==> src/rtl/tmds_encoder_multi.sv <==
// tmds_encoder_multi
//   Pipelined TMDS encoder for NUM_CH independent channels (HDMI/DVI).
//   Stage 1 does the transition-minimisation step. Stage 2 does DC balancing
//   against a per-channel running disparity tally and registers the 10-bit
//   symbol.
//
// Ports
//   clk_in      pixel clock; all state updates on the rising edge
//   rst_n_in    asynchronous active-low reset; clears every register
//   valid_in    qualifies data_in / control_in / ve_in for this cycle
//   ve_in       1 = encode pixel data, 0 = emit control token
//   data_in     channel i byte at [8*i +: 8]
//   control_in  channel i {C1,C0} at [2*i +: 2]
//   tmds_out    channel i symbol at [10*i +: 10]; bit 0 is serialised first
//   valid_out   tmds_out carries a new symbol this cycle
//
// Handshake: valid-only, with no ready and no backpressure. A beat is accepted
// on every rising edge where valid_in=1. It leaves two edges later with
// valid_out=1. A cycle with valid_in=0 is a bubble. It travels down the pipe
// in order, does not load either data register, does not touch the tally,
// and leaves tmds_out holding its previous symbol.

module tmds_encoder_multi #(
  parameter int NUM_CH = 3
) (
  input  logic                  clk_in,
  input  logic                  rst_n_in,
  input  logic                  valid_in,
  input  logic                  ve_in,
  input  logic [8*NUM_CH-1:0]   data_in,
  input  logic [2*NUM_CH-1:0]   control_in,
  output logic [10*NUM_CH-1:0]  tmds_out,
  output logic                  valid_out
);

  function automatic logic [3:0] popcount8(input logic [7:0] v);
    logic [3:0] n;
    n = '0;
    for (int i = 0; i < 8; i++) n = n + {3'b000, v[i]};
    return n;
  endfunction

  // Transition minimisation. XNOR chaining is chosen for bytes with many
  // ones so that the chained word has fewer transitions. q[8] records the
  // choice, with 1 meaning XOR.
  function automatic logic [8:0] tm_encode(input logic [7:0] d);
    logic [3:0] n;
    logic       use_xnor;
    logic [8:0] q;
    n        = popcount8(d);
    use_xnor = (n > 4'd4) || ((n == 4'd4) && !d[0]);
    q        = '0;
    q[0]     = d[0];
    for (int i = 1; i < 8; i++)
      q[i] = use_xnor ? ~(d[i] ^ q[i-1]) : (d[i] ^ q[i-1]);
    q[8]     = ~use_xnor;
    return q;
  endfunction

  // ---------------- stage 1 ----------------
  logic [NUM_CH-1:0][8:0] s1_q_d;
  logic [NUM_CH-1:0][3:0] s1_n1_d;

  always_comb begin
    s1_q_d  = '0;
    s1_n1_d = '0;
    for (int ch = 0; ch < NUM_CH; ch++) begin
      s1_q_d[ch]  = tm_encode(data_in[8*ch +: 8]);
      s1_n1_d[ch] = popcount8(s1_q_d[ch][7:0]);
    end
  end

  logic                   s1_valid;
  logic                   s1_ve;
  logic [NUM_CH-1:0][8:0] s1_q;
  logic [NUM_CH-1:0][3:0] s1_n1;
  logic [2*NUM_CH-1:0]    s1_ctrl;

  always_ff @(posedge clk_in or negedge rst_n_in) begin
    if (!rst_n_in) begin
      s1_valid <= 1'b0;
      s1_ve    <= 1'b0;
      s1_q     <= '0;
      s1_n1    <= '0;
      s1_ctrl  <= '0;
    end else begin
      s1_valid <= valid_in;
      if (valid_in) begin
        s1_ve   <= ve_in;
        s1_q    <= s1_q_d;
        s1_n1   <= s1_n1_d;
        s1_ctrl <= control_in;
      end
    end
  end

  // ---------------- stage 2 ----------------
  // cnt is a two's-complement 5-bit tally. Its magnitude stays within 8, so
  // plain 5-bit wrap-around arithmetic is exact.
  logic [NUM_CH-1:0][9:0] sym_d;
  logic [NUM_CH-1:0][4:0] cnt_d;
  logic [NUM_CH-1:0][4:0] cnt_q;

  always_comb begin : stage2_comb
    logic [8:0] q;
    logic       q8;
    logic [4:0] n1;
    logic [4:0] n0;
    logic [4:0] diff;  // N1 - N0
    logic [4:0] cnt;
    sym_d = '0;
    cnt_d = '0;
    for (int ch = 0; ch < NUM_CH; ch++) begin
      q    = s1_q[ch];
      q8   = q[8];
      n1   = {1'b0, s1_n1[ch]};
      n0   = 5'd8 - n1;
      diff = n1 - n0;
      cnt  = cnt_q[ch];
      if (!s1_ve) begin
        case (s1_ctrl[2*ch +: 2])
          2'b00:   sym_d[ch] = 10'b1101010100;
          2'b01:   sym_d[ch] = 10'b0010101011;
          2'b10:   sym_d[ch] = 10'b0101010100;
          default: sym_d[ch] = 10'b1010101011;
        endcase
        cnt_d[ch] = 5'd0;
      end else if ((cnt == 5'd0) || (s1_n1[ch] == 4'd4)) begin
        sym_d[ch] = {~q8, q8, (q8 ? q[7:0] : ~q[7:0])};
        cnt_d[ch] = q8 ? (cnt + diff) : (cnt - diff);
      end else if ((!cnt[4] && (s1_n1[ch] > 4'd4)) ||
                   ( cnt[4] && (s1_n1[ch] < 4'd4))) begin
        // Tally already leans the same way as this word: invert the word.
        sym_d[ch] = {1'b1, q8, ~q[7:0]};
        cnt_d[ch] = cnt + {3'b000, q8, 1'b0} - diff;
      end else begin
        sym_d[ch] = {1'b0, q8, q[7:0]};
        cnt_d[ch] = cnt + diff - {3'b000, ~q8, 1'b0};
      end
    end
  end

  always_ff @(posedge clk_in or negedge rst_n_in) begin
    if (!rst_n_in) begin
      valid_out <= 1'b0;
      tmds_out  <= '0;
      cnt_q     <= '0;
    end else begin
      valid_out <= s1_valid;
      if (s1_valid) begin
        tmds_out <= sym_d;
        cnt_q    <= cnt_d;
      end
    end
  end

endmodule
==> config.mk <==
export PLATFORM = sky130hd
export DESIGN_NAME = tmds_encoder_multi
export DESIGN_NICKNAME = d
export VERILOG_FILES = /design/src/rtl/tmds_encoder_multi.sv
export SDC_FILE = /design/constraint.sdc
export NUM_CORES = 1
export LEC_CHECK = 0
export BUFFER_PORTS_ARGS = -buffer_cell sky130_fd_sc_hd__buf_2
export CAP_MARGIN = 20
export CORE_UTILIZATION = 55
export DETAILED_ROUTE_END_ITERATION = 12
export HOLD_SLACK_MARGIN = 0.02
export PLACE_DENSITY = 0.71
export SLEW_MARGIN = 10
export SYNTH_ARGS = -nofsm -noshare
export SYNTH_HDL_FRONTEND = slang
export SYNTH_SLANG_ARGS = --single-unit
==> constraint.sdc <==
create_clock -name clk_in -period 3.31 [get_ports clk_in]
set_input_delay 0 -clock clk_in [delete_from_list [all_inputs] [get_ports clk_in]]
set_output_delay 0 -clock clk_in [all_outputs]
set_load 0.02 [all_outputs]
==> results.cfg, run 1 <==
[critical_path]
reg2reg_from = s1_n1[8]
path_max_fanout = 3
cpMostUsedCell = fa_1
crit_type = input port to flip-flop
crit_path_cell_trace = buf_8, inv_8, fa_1, fa_1, fa_1, inv_2, ha_4, fa_1, nor3b_2, o21ai_1, a21oi_2, buf_6, xor2_4, fa_1, fa_1, inv_2, fa_1, ha_4, inv_2, fa_2, xnor2_1, nand2_1, o21ai_1
cp-end-kind = flip-flop
reg2reg_to = stage2_comb.cnt[4]
crit_path_start_kind = input port
rrSetupSlack_ps = 370
worst_ep_arrival_time_ps = 5480
critPathRequiredTime_ps = 3510
ff2ff_path_depth = 9
slowest_delay_ps = 570
slowest_stage = fa_1

[global_route]
track_usage = 0.273
globalRouteMet3Util = 0.0543
overflow = 0
antenna_found_initial = 0
grt_busiest_layer = met2
grtUsageMet1 = 0.364
grt_max_degree = 75
grt_first_pass_wirelength_um = 27800
grt_use_met2 = 0.458
first_global_vias = 5729

[placement]
dp_hpwl_um = 12600
port_buffers = 64
gp_congestion = 0.971
dp_cells = 1020

[detailed_routing]
drtIter0Drc = 305
postRouteAntennaNets = 0
routedWlPerCell_um = 16.2
vias = 5602
vias_per_cell = 5.28
drc = 0
first_pass_iters = 5
routed_wl_um = 17200

[die]
rows = 41
initial_core_util = 0.562
die_w_um = 115
core_area_um2 = 12600
top_level_ports = 65
die-area_um2 = 13300
die_h_um = 115

[final_layout]
layout-area-overhead-vs-synth_pct = 27.8
fin_nets = 1026
layoutNonFillerInstCount = 1061
multi_input_area_um2 = 4590
mostFrequentLayoutCells = 104 x inv_1, 90 x dfrtp_1, 76 x buf_4
layout_commonest_cell = inv_1
antenna_cells = 0
drive_above_1_share = 0.282
utilization = 0.718
nFillCells = 918
final-seq-area_um2 = 2250

[synthesis]
syn_nets = 873
synth_cells = 731
syn_area_um2 = 7060
synth_enable_flop_cells = 0
seq_area_frac_synth = 0.319
ys_ff_latch = 90
synthDominantCellAreaShare = 0.319
syn_area_per_cell_um2 = 9.66
synth_top_cell_by_area = dfrtp_1
synthDistinctLibCells = 46
ys.flop_type = dfrtp_1
ys_async_sr_fraction = 1.00
ys_warn_count = 0
synthTopCellsByArea = dfrtp_1 32%, ha_1 13%, fa_1 9.6%, xnor2_1 6.8%, inv_1 6.3%

[cts]
cts-root-buf = clkbuf_16
cts.sinks = 90
clkTransAtPathRegs_ps = 70
insertion_delay_ps = 360
cts_tree = done
numCtsBuffers = 9
clockBufferDepth = 2
h-tree-depth = 3

[power_and_ir_drop]
p_leak_nw = 4.39
ir_worst_vdd_mv = 0.623
power.density_nw_per_um2 = 1130

[job]
cap_violations = 0

[timing]
relSlewSlack = 0.259
final-max-slew-violation-count = 0
max_freq_mhz = 189
fin_crit_ps = 5280
tightest_slew_ps = 1110
hold_viol = 0
finalCritPeriodShare = 1.60
finalSetupViolations = 17
grt_setup_unrepaired = yes
fin_skew_ps = 7.80
finalWorstSetupSlack_ps = -1970

[hold_path]
min_from = data_in[6]
min_path_type = input port to flip-flop
worstHoldPathCells = 5
hold_path_end = s1_q[6]

[run_status]
outcome = finished, violations left
violations = negative setup slack
## how the worst max path moves through the flow
stage / from / end / slack (ps) / depth (start not counted)
global route: data_in[11] / s1_n1[6] / -2150 / 23
CTS: data_in[11] / s1_n1[6] / -1930 / 22
detailed placement: data_in[11] / s1_n1[6] / -2420 / 22
finish: data_in[11] / s1_n1[6] / -1970 / 23
floorplan: data_in[11] / s1_n1[5] / -1940 / 19
global placement: data_in[11] / s1_n1[6] / -2180 / 22
## through the flow
stage	hold slack [ps]	power, mW	setup slack [ps]	cell area [um2]	setup TNS (ps)
floorplan	-296	6.67	-1940	7190	-20730
global placement	203	8.14	-2180	8210	-26010
detailed placement	216	8.49	-2420	8210	-29460
CTS	219	9.89	-1930	8840	-20830
global route	283	11.1	-2150	9020	-23910
finish	251	10.2	-1970	9020	-21420
## critical path: cells and delay by family
kind	cells	cell delay, ps
AO/OA/AOI/OAI	3	330
XOR/XNOR	2	300
adder cells (fa/ha/maj)	10	4130
buffers and inverters	6	390
AND/OR/NAND/NOR	2	310
## synthesized netlist by cell type, drive strengths merged, types with 8 or more instances
master	number
mux2i	9
xor2	19
o221ai	13
nand3	8
fa	34
clkbuf	17
mux2	14
dfrtp	90
inv	119
a21oi	46
o22ai	14
nor3	9
ha	74
nand2	37
o21ai	36
a211oi	13
xnor2	60
nor3b	11
nor2	45
## sequential cells by signal (all words and copies together) (netlist names)
name,flops
stage2_comb.cnt,4
stage2_comb.q,9
s1_q,18
s1_ve,1
s1_valid,1
s1_n1,12
tmds_out,30
valid_out,1
cnt_q,8
s1_ctrl,6
## metal layers
metal  up-vias  part of all wire
met5         -                 0
met4         0             0.013
met3        22             0.033
met2       111              0.51
met1      2743              0.45
li1       2726                 -
## logic make-up (layout without fill, tap and decap cells)
logic type / Yosys count / after routing / share of synthesized area
compound gates: 145 / 145 / 0.127
simple gates: 145 / 145 / 0.110
buf+inv: 140 / 298 / 0.0746
flops: 90 / 90 / 0.319
xor+xnor: 80 / 80 / 0.107
fa+ha+maj: 108 / 108 / 0.228
mux: 23 / 23 / 0.0351
## what timing repair did
item / CTS / global route
pin swaps: 22 / 14
buffers inserted: 9 / 8
setup endpoints to repair: 17 / 20
resized for setup: 35 / 22
hold endpoints to repair: 83 / 0
hold buffers: 11 / 0
## where the power goes
part	switching, mW	internal, mW	total (mW)
registers	0.409	1.52	1.93
clock network	0.456	0.596	1.05
logic	3.68	3.50	7.18
total	4.54	5.62	10.2
## cell type report
class	instances	area share
Clock buffer	10	0.0254
Inverter	119	0.0520
Tap cell	172	0.0239
Sequential cell	90	0.250
Timing Repair Buffer	163	0.132
Multi-Input combinational cell	501	0.509
Clock inverter	6	0.00818
(Power assumes the default switching activity.)
==> run 2: changes to the inputs <==
- CORE_UTILIZATION: 55 -> 40
- PLACE_DENSITY: 0.71 -> 0.53
==> results.cfg, run 2 (synthesis results as in run 1) <==
[detailed_routing]
drc = 0
routed_wl_um = 16700
postRouteAntennaNets = 0
vias = 5528
vias_per_cell = 4.94
routedWlPerCell_um = 14.9
drtIter0Drc = 179
first_pass_iters = 4

[final_layout]
utilization = 0.530
fin_nets = 1032
layout_commonest_cell = inv_1
top_regs = tmds_out (30), s1_q (18), s1_n1 (12)
largest_register = tmds_out
largest_reg_flops = 30
antenna_cells = 0
mostFrequentLayoutCells = 104 x inv_1, 89 x dfrtp_1, 87 x buf_4
fin_area_um2 = 9140
nFillCells = 1551
drive_above_1_share = 0.297
layout-area-overhead-vs-synth_pct = 29.4
layoutNonFillerInstCount = 1120

[placement]
gp_congestion = 0.868
place_area_um2 = 8300
dp_hpwl_um = 12500
port_buffers = 64
dp_cells = 1077

[die]
die_h_um = 135
rows = 48
initial_core_util = 0.409
die-area_um2 = 18200
core_area_um2 = 17200
die_w_um = 135
top_level_ports = 65

[timing]
hold_viol = 0
finalSetupViolations = 17
relSlewSlack = 0.267
tightest_slew_ps = 1100
grt_setup_unrepaired = yes
final-max-slew-violation-count = 0
finalWorstSetupSlack_ps = -1800
fin_skew_ps = 7.88
finalCritPeriodShare = 1.54
max_freq_mhz = 196
fin_crit_ps = 5110

[critical_path]
path_max_fanout = 2
crit_start = data_in[3]
critical_path_buf_inv_count = 7
ff2ff_path_depth = 9
crit_cells = 25
critPathRequiredTime_ps = 3500
crit_type = input port to flip-flop
crit_path_start_kind = input port
cpMostUsedCell = fa_1
reg2reg_to = stage2_comb.cnt[4]
rrSetupSlack_ps = 320
reg2reg_from = s1_n1[8]
worst_ep_arrival_time_ps = 5300
slowest_stage = fa_1
cp-endpoint = s1_n1[2]
slowest_delay_ps = 540
cp_top_family = adder cells
cp-end-kind = flip-flop

[cts]
cts.sinks = 90
clockBufferDepth = 2
numCtsBuffers = 9
cts_tree = done
insertion_delay_ps = 340
clkTransAtPathRegs_ps = 60
h-tree-depth = 3
cts-root-buf = clkbuf_16

[hold_path]
min_from = data_in[8]
min_path_type = input port to flip-flop

[global_route]
grt_max_degree = 81
first_global_vias = 5685
grt_first_pass_wirelength_um = 28300
antenna_found_initial = 0
track_usage = 0.198
overflow = 0

[power_and_ir_drop]
p_leak_nw = 4.42
power.density_nw_per_um2 = 1120
ir_worst_vdd_mv = 0.511

[job]
cap_violations = 0

[run_status]
violations = negative setup slack
outcome = finished, violations left
## run 2: cell types whose count changed in the layout (fill, tap and decap cells not counted), moves of 2 or more
cell      previous run  this run
o21ai_2              1         3
nand2_2              0         3
xnor2_2             11        15
nand2_1             37        34
xnor2_4              5         2
buf_6               14        10
clkinv_4             0         2
buf_4               76        87
## run 2: worst min path at each step
stage                      end  cells past startpoint
floorplan             cnt_q[1]                      0
global placement    s1_ctrl[1]                      3
detailed placement  s1_ctrl[2]                      3
CTS                    s1_q[9]                      3
global route           s1_q[9]                      3
finish                 s1_q[9]                      3
## run 2: area by class of cell
cell class	count	area [um2]	area share
Tap cell	225	282	0.0308
Clock buffer	11	233	0.0255
Inverter	119	469	0.0514
Clock inverter	5	63.8	0.00698
Timing Repair Buffer	169	1230	0.134
Multi-Input combinational cell	501	4610	0.504
Sequential cell	90	2250	0.247
## run 2: timing repair
| action | 4_1_cts | 5_1_grt |
|---|---|---|
| resized for setup | 32 | 29 |
| endpoints found under the hold margin | 88 | 0 |
| pin swaps | 23 | 16 |
| endpoints found under the setup margin | 17 | 22 |
| buffers inserted | 11 | 8 |
| hold buffers | 10 | 0 |
| gates cloned | 0 | 0 |
## run 2: layer usage
| layer | global-route usage | up-vias | wire length (um) |
|---|---|---|---|
| li1 | - | 2732 | - |
| met1 | 0.275 | 2710 | 8100 |
| met2 | 0.321 | 73 | 7950 |
| met3 | 0.0244 | 13 | 384 |
| met4 | 0.0643 | 0 | 247 |
| met5 | 0 | - | 0 |
## run 2: tightest hold or removal path, delay by kind of cell
kind     cells  cell delay (ps)
buf+inv      2              210
mux          1              140
## run 2: metrics by stage
step	TNS (ps)	hold slack (ps)	power [mW]	worst slack, ps
final	-19360	40.2	10.2	-1800
after global routing	-22920	46.1	11.3	-2030
after CTS	-19340	26.3	9.96	-1820
after detailed placement	-28990	220	8.54	-2290
after global placement	-26010	236	8.32	-2120
after floorplan	-20730	-296	6.67	-1940
## run 2: report_power, final
part / switching, mW / internal, mW / total (mW)
sequential: 0.409 / 1.52 / 1.93
combinational: 3.66 / 3.61 / 7.28
clock: 0.444 / 0.591 / 1.04
total: 4.52 / 5.73 / 10.2
==> run 3: changes to the inputs <==
- CORE_ASPECT_RATIO: unset -> 0.7
- HOLD_SLACK_MARGIN: 0.02 -> 0.05
==> results.cfg, run 3 (synthesis results as in run 1) <==
[timing]
finalWorstSetupSlack_ps = -1840
hold_viol = 0
hold_ws_ps = 145
max_freq_mhz = 194
finalSetupTns_ps = -19990
finalSetupViolations = 15
fin_skew_ps = 7.04
finalCritPeriodShare = 1.56
tightest_slew_ps = 735
relSlewSlack = 0.505
fin_crit_ps = 5150
grt_setup_unrepaired = yes
final-max-slew-violation-count = 0

[die]
die_w_um = 161
die-area_um2 = 18200
top_level_ports = 65
core_area_um2 = 17200
rows = 40
initial_core_util = 0.410
die_h_um = 113

[cts]
numCtsBuffers = 9
cts-root-buf = clkbuf_16
clkTransAtPathRegs_ps = 70
insertion_delay_ps = 340
cts_tree = done
clockBufferDepth = 2
h-tree-depth = 3
cts.sinks = 90

[final_layout]
largest_reg_flops = 30
top_regs = tmds_out (30), s1_q (18), s1_n1 (12)
layout_commonest_cell = inv_1
utilization = 0.537
layoutNonFillerInstCount = 1126
drive_above_1_share = 0.301
layout-area-overhead-vs-synth_pct = 31.1
fin_nets = 1032
largest_register = tmds_out
nFillCells = 1564
mostFrequentLayoutCells = 104 x inv_1, 89 x dfrtp_1, 81 x buf_4
antenna_cells = 0

[critical_path]
critical_path_buf_inv_count = 6
cp-end-kind = flip-flop
crit_path_cell_trace = buf_8, inv_8, fa_1, fa_1, fa_1, inv_1, ha_2, fa_1, nor3b_2, o21ai_1, a21oi_2, buf_6, xor2_4, fa_1, fa_1, inv_2, fa_2, ha_4, inv_2, fa_2, xnor2_2, nand2_1, o21ai_1
slowest_stage = fa_1
path_max_fanout = 3
worst_ep_arrival_time_ps = 5370
crit_start = data_in[11]
cpMostUsedCell = fa_1
slowest_delay_ps = 560
critPathRequiredTime_ps = 3530
crit_type = input port to flip-flop
crit_path_start_kind = input port
reg2reg_from = s1_n1[8]
cp_top_family = adder cells

[global_route]
first_global_vias = 5875
overflow = 0
grt_max_degree = 52
antenna_found_initial = 0
track_usage = 0.200
grt_first_pass_wirelength_um = 29100

[detailed_routing]
routed_wl_um = 17100
routedWlPerCell_um = 15.2
postRouteAntennaNets = 0
drtIter0Drc = 235
drc = 0
vias_per_cell = 4.93
first_pass_iters = 4
vias = 5552

[placement]
pre_cts_ws_ps = -2300
dp_hpwl_um = 13100
gp_congestion = 0.876
dp_cells = 1085
port_buffers = 64

[hold_path]
min_path_type = input port to flip-flop
min_from = valid_in

[power_and_ir_drop]
power.density_nw_per_um2 = 1150
p_leak_nw = 4.45
ir_worst_vdd_mv = 0.558

[job]
cap_violations = 0

[run_status]
outcome = finished, violations left
violations = negative setup slack
[run 3: cell count changes in the layout (fill, tap and decap cells not counted), moves of 2 or more]
cell / change
mux2_2: -2
clkinv_4: -2
o21ai_2: -2
ha_1: -2
buf_6: +5
mux2_4: +2
ha_2: +2
xnor2_2: -3
xnor2_4: +3
buf_4: -6
[run 3: layout make-up]
cell class / instances / area, um2 / area share
multi-input combinational: 501 / 4680 / 0.506
clock buffer: 11 / 243 / 0.0262
clock inverter: 5 / 85.1 / 0.00920
inverter: 119 / 469 / 0.0507
tap: 231 / 289 / 0.0312
timing repair buffer: 169 / 1230 / 0.133
sequential: 90 / 2250 / 0.244
[run 3: layer usage]
metal / vias to the layer above / routed length [um] / GRT usage
met5: - / 0 / 0
met4: 0 / 117 / 0.0390
met3: 10 / 527 / 0.0301
met2: 73 / 7990 / 0.332
met1: 2734 / 8440 / 0.278
li1: 2735 / - / -
[run 3: report_power, final]
part / total [mW] / internal, mW / switching, mW / leakage [nW]
clock network: 1.14 / 0.689 / 0.452 / 0.157
registers: 1.92 / 1.52 / 0.403 / 1.08
logic: 7.55 / 3.75 / 3.80 / 3.22
[run 3: worst paths after layout]
check | end | slack [ps] | cells after the start
min in group asynchronous | cnt_q[7] | 200 | 2
setup / recovery | s1_n1[6] | -1840 | 23
setup reg to reg | stage2_comb.cnt[4] | 250 | 9
max in group asynchronous | stage2_comb.q[6] | 2300 | 3
hold / removal | s1_valid | 140 | 1
hold reg to reg | stage2_comb.q[2] | 530 | 1
[run 3: worst reg2reg max path, stage by stage (launching register included)]
cell and delay, ps:
dfrtp_1 500, ha_1 220, inv_1 60, fa_1 500, and2_1 200, a211o_1 300, a2111oi_0 520, or4_1 220
a21oi_1 60, or3b_1 360
[run 3: per-stage QoR]
step,cell area (um2),power [mW]
after floorplan,7190,6.67
after global placement,8330,8.29
after detailed placement,8330,8.51
after global routing,9250,11.7
final,9250,10.6
after CTS,9090,10.3
[run 3: what timing repair did]
item / CTS / global route
pin swaps: 24 / 15
hold buffers: 11 / 0
buffers inserted: 17 / 7
hold endpoints to repair: 49 / 0
gates resized for setup: 48 / 26
cloned: 0 / 0
endpoints found under the setup margin: 16 / 19
